**config.mk**
```make
export PLATFORM = sky130hd
export DESIGN_NAME = spi_master_core
export DESIGN_NICKNAME = d
export VERILOG_FILES = /design/src/rtl/spi_master_core.sv
export SDC_FILE = /design/constraint.sdc
export NUM_CORES = 1
export LEC_CHECK = 0
export ABC_AREA = 1
export CAP_MARGIN = 0
export CORE_UTILIZATION = 55
export DETAILED_ROUTE_END_ITERATION = 6
export PLACE_DENSITY = 0.84
export REMOVE_ABC_BUFFERS = 1
export SYNTH_ARGS = -nofsm -noshare
export SYNTH_HDL_FRONTEND = slang
export SYNTH_SLANG_ARGS = --single-unit
```
**constraint.sdc**
```tcl
create_clock -name clk -period 1.8 [get_ports clk]
set_input_delay 0.27 -clock clk [delete_from_list [all_inputs] [get_ports clk]]
set_output_delay 0.27 -clock clk [all_outputs]
set_load 0.005 [all_outputs]
```
**src/rtl/spi_master_core.sv**
```systemverilog
// SPI mode-0 master moving one full-duplex 32-bit word per transfer, MSB- or LSB-first.
// Optional build macro SPI_MASTER_SS_HOLD_EN keeps ss low across back-to-back words.
module spi_master_core #(
    parameter int WORD_W = 32,
    parameter int DIV_W  = 2
) (
    input  logic              clk,
    input  logic              reset,
    input  logic              mlb,
    input  logic              start,
    input  logic [WORD_W-1:0] tdat,
    input  logic [DIV_W-1:0]  cdiv,
    input  logic              din,
    output logic              ss,
    output logic              sck,
    output logic              dout,
    output logic              done,
    output logic [WORD_W-1:0] rdata
);
    localparam int BIT_W = $clog2(WORD_W);

    typedef enum logic [1:0] {IDLE, SEND, FINISH} state_t;
    state_t state, state_next;

    logic [WORD_W-1:0] tx_sh, rx_sh;
    logic              mlb_q;
    logic [DIV_W-1:0]  cdiv_q;
    logic [4:0]        div_cnt;
    logic [4:0]        half_m1;
    logic [BIT_W-1:0]  bit_cnt;
    logic              phase_end, rise, fall, last_fall, load;

    // Half-period H = 2 << cdiv clocks; the divider counts 0 .. H-1.
    assign half_m1 = (5'd2 << cdiv_q) - 5'd1;

    always_comb begin
        phase_end  = (state == SEND) && (div_cnt == half_m1);
        rise       = phase_end && !sck;
        fall       = phase_end && sck;
        last_fall  = fall && (bit_cnt == BIT_W'(WORD_W - 1));
        load       = (state == IDLE) && start;
`ifdef SPI_MASTER_SS_HOLD_EN
        load       = load || ((state == FINISH) && start);
`endif
        state_next = state;
        case (state)
            IDLE:    if (start) state_next = SEND;
            SEND:    if (last_fall) state_next = FINISH;
            FINISH:  state_next = load ? SEND : IDLE;
            default: state_next = IDLE;
        endcase
    end

    always_ff @(posedge clk) begin
        if (reset) state <= IDLE;
        else       state <= state_next;
    end

    always_ff @(posedge clk) begin
        if (reset) begin
            ss      <= 1'b1;
            sck     <= 1'b0;
            dout    <= 1'b0;
            done    <= 1'b0;
            rdata   <= '0;
            tx_sh   <= '0;
            rx_sh   <= '0;
            mlb_q   <= 1'b1;
            cdiv_q  <= '0;
            div_cnt <= '0;
            bit_cnt <= '0;
        end else begin
            done <= 1'b0;
            if (state == SEND) begin
                if (phase_end) begin
                    sck     <= ~sck;
                    div_cnt <= '0;
                end else begin
                    div_cnt <= div_cnt + 5'd1;
                end
                if (rise)
                    rx_sh <= mlb_q ? {rx_sh[WORD_W-2:0], din} : {din, rx_sh[WORD_W-1:1]};
                // The final fall leaves dout on the last bit instead of shifting further.
                if (fall && !last_fall) begin
                    tx_sh   <= mlb_q ? (tx_sh << 1) : (tx_sh >> 1);
                    dout    <= mlb_q ? tx_sh[WORD_W-2] : tx_sh[1];
                    bit_cnt <= bit_cnt + 1'b1;
                end
            end
            if (state == FINISH) begin
                done  <= 1'b1;
                rdata <= rx_sh;
                sck   <= 1'b0;
                ss    <= 1'b1;
            end
            if (load) begin
                ss      <= 1'b0;
                sck     <= 1'b0;
                tx_sh   <= tdat;
                mlb_q   <= mlb;
                cdiv_q  <= cdiv;
                dout    <= mlb ? tdat[WORD_W-1] : tdat[0];
                div_cnt <= '0;
                bit_cnt <= '0;
            end
        end
    end
endmodule

```
==> impl_metrics.tcl <==
set metrics [dict create \
    grt_pass1_wl_um 22300 \
    drive_gt1_share_pct 10.5 \
    synth-simple-area-share_pct 23.0 \
    final.min_clock_period_ps 1770 \
    cts_max_level 4 \
    core_area_um2 9280 \
    drtIter0Drc 307 \
    firstDrtPassIters 5 \
    synth_mux_area_share_pct 0 \
    power.leakage_nw 2.73 \
    final_cell_mix "nand2_1 (157), dfxtp_1 (111), o21ai_0 (89), inv_1 (81), clkdlybuf4s50_1 (74)" \
    power_density_nw_per_um2 1000 \
    netlist.area_leader.share_pct 43.5 \
    crit_path_end_kind "flip-flop" \
    antennaDiodeCount 0 \
    hold_violations 0 \
    drv_slew 0 \
    wl_per_cell_um 15.2 \
    fin_crit_sh_pct 98.6 \
    maxCapViolations 0 \
    clock_sinks 115 \
    area_delta_synth_final_pct 33.6 \
    slowest_delay_ps 360 \
    nets 876 \
    cts_buffers 17 \
    reg2regPathDepth 9 \
    die_area_um2 10000 \
    die-width_um 100 \
    crit_start "state[0]$_SDFFE_PP0P_" \
    path_max_fanout 8 \
    worst_pin_slew_ps 495 \
    num_vias 5521 \
    synthXorXnorAreaFrac_pct 0.663 \
    clk_latency_ps 530 \
    antenna_found_initial 0 \
    rrSetupSlack_ps 30 \
    fin_tns_setup_ps 0 \
    fin_worst_skew_ps 8.43 \
    crit_path_end "tx_sh[7]$_SDFFE_PP0P_" \
    hpwl_um 8230 \
    finalWirelength_um 14800 \
    routabilityCongestion 0.804 \
    utilization_pct 76.1 \
    max_freq_ghz 0.564 \
    critPathArrivalTime_ps 2180 \
    critPathRequiredTime_ps 2200 \
    r2r-end "tx_sh[7]$_SDFFE_PP0P_" \
    ant_nets 0 \
    core.rowCount 35 \
    clk_pin_slew_ps 60 \
    setup_viol 0 \
    ioPinCount 75 \
    syn_avg_cell_area_um2 6.91 \
    status "completed" \
    grt_pass1_vias 5001 \
    grt_remaining_overflow 0 \
    yosys.area_share.adder_pct 0.710 \
    final_common_cell "nand2_1" \
    max_slew_margin_pct 67.0 \
    yosysTopAreaCell "dfxtp_1" \
    netlist_area_um2 5290 \
    synth_compound_area_share_pct 21.7 \
    vias_per_cell 5.66 \
    crit_type "reg -> reg" \
    placement.cell_area_um2 6210 \
    synth_top_family_by_area "simple AND/OR/NAND/NOR gates" \
    cts_tree "done" \
    initial_utilization_pct 57.0 \
    yosysSeqAreaShare_pct 43.5 \
    hold_path.class "in -> reg" \
    route.detailed.drc 0 \
    final_area_um2 7060 \
    yosysWarnings 0 \
    startpoint_type "flip-flop" \
    power_mw 7.09 \
    r2r_start "state[0]$_SDFFE_PP0P_" \
    clk_path_buf_depth 2 \
    synthCells 765 \
    path_cells "inv_2 -> nor2_4 -> nand2_1 -> nor2_4 -> buf_4 -> nand4_4 -> buf_6 -> a21oi_1 -> nor2_1" \
    synth.area.top_cells "dfxtp_1 (44%), nand2_1 (11%), o21ai_0 (8.8%), a21oi_1 (7.3%), nand3_1 (6.8%)" \
    cpMostUsedCell "nor2_4" \
    synth_cell_type_count 23 \
    grt_max_degree 67 \
    cts-root-buf "clkbuf_8" \
    ys_seq_elements 115 \
    port-buffer-count 74 \
    cp_slowest_cell "dfxtp_1" \
    max-vdd-ir-drop_uv 649 \
    die_h_um 100 \
    grt_util_all_layers_pct 27.7 \
]
==> worst min path at each step <==
stage,start,end,slack [ps],cells past startpoint
after floorplan,reset,state[1]$_SDFFE_PP0P_,340,1
after detailed placement,bit_cnt[3]$_SDFFE_PP0P_,bit_cnt[3]$_SDFFE_PP0P_,460,2
after global routing,mlb,mlb_q$_SDFFE_PP1P_,420,3
after CTS,cdiv[1],cdiv_q[1]$_SDFFE_PP0P_,360,3
after global placement,bit_cnt[3]$_SDFFE_PP0P_,bit_cnt[3]$_SDFFE_PP0P_,450,2
final,cdiv[1],cdiv_q[1]$_SDFFE_PP0P_,370,3
==> stage by stage <==
stage	hold slack, ps	setup WS [ps]	std cells
floorplan	342	-1800	711
global placement	451	110	933
detailed placement	462	62.9	933
CTS	361	50.5	965
global route	416	-39.4	976
finish	374	25.7	976
==> cells in the mapped netlist <==
master	number
clkbuf_1	30
o211ai_1	31
nand4_1	3
xnor2_1	1
inv_1	83
a21oi_1	77
buf_2	19
nor2_4	2
inv_2	4
nor2_2	1
nand2_2	1
o21ai_0	93
nor2_1	49
dfxtp_1	115
xor2_1	3
nand4_2	1
o21ai_1	11
o22ai_1	1
buf_1	5
nor3_1	3
ha_1	3
nand2_1	157
nand3_1	72
==> layer usage <==
metal	GRT usage [%]	wire, µm	up-vias
li1	-	-	2667
met1	32.1	5930	2537
met2	47.9	7220	266
met3	7.73	1230	51
met4	11.7	445	0
met5	0	0	-
==> layout make-up <==
cell class | instances | area, µm²
clock buffer | 17 | 414
inverter | 87 | 329
sequential | 115 | 2310
fill | 663 | 2220
tap | 129 | 161
clock inverter | 15 | 194
timing repair buffer | 103 | 1150
multi-input combinational | 510 | 2510
==> state kept, by name, summed over array words and instances (netlist names) <==
name and count:
rdata 32, rx_sh 32, tx_sh 32, bit_cnt 5
div_cnt 5, cdiv_q 2, state 2, done 1
dout 1, mlb_q 1, sck 1, ss 1
==> cell families (layout without fill, tap and decap cells) <==
family	count (synthesis)	count (layout)
AO/OA/AOI/OAI	213	213
XOR/XNOR	4	4
adder cells (fa/ha/maj)	3	3
buffers and inverters	141	222
flip-flops	115	115
AND/OR/NAND/NOR	289	290
==> where the power goes <==
part           total [mW]  internal [mW]  leakage (nW)  switching, mW
Sequential           2.73           2.66         0.937         0.0691
Clock                3.47           2.15         0.289           1.32
Combinational       0.891          0.365          1.50          0.525
Total                7.09           5.17          2.73           1.92
==> worst max-delay path: cells and delay by family (launching register included) <==
kind,cells,cell delay (ps)
buffers and inverters,3,410
DFF,1,360
and+or+nand+nor,5,690
AOI/OAI and AO/OA,1,180
==> repair_timing <==
item | 4_1_cts | 5_1_grt
buffers inserted | 0 | 2
hold buffers | 0 | 0
hold endpoints to repair | 0 | 0
gates resized for setup | 1 | 24
pin swaps | 0 | 3
setup endpoints to repair | 1 | 37
gates cloned | 0 | 9
Note: power is estimated with default switching activity, not from simulation.
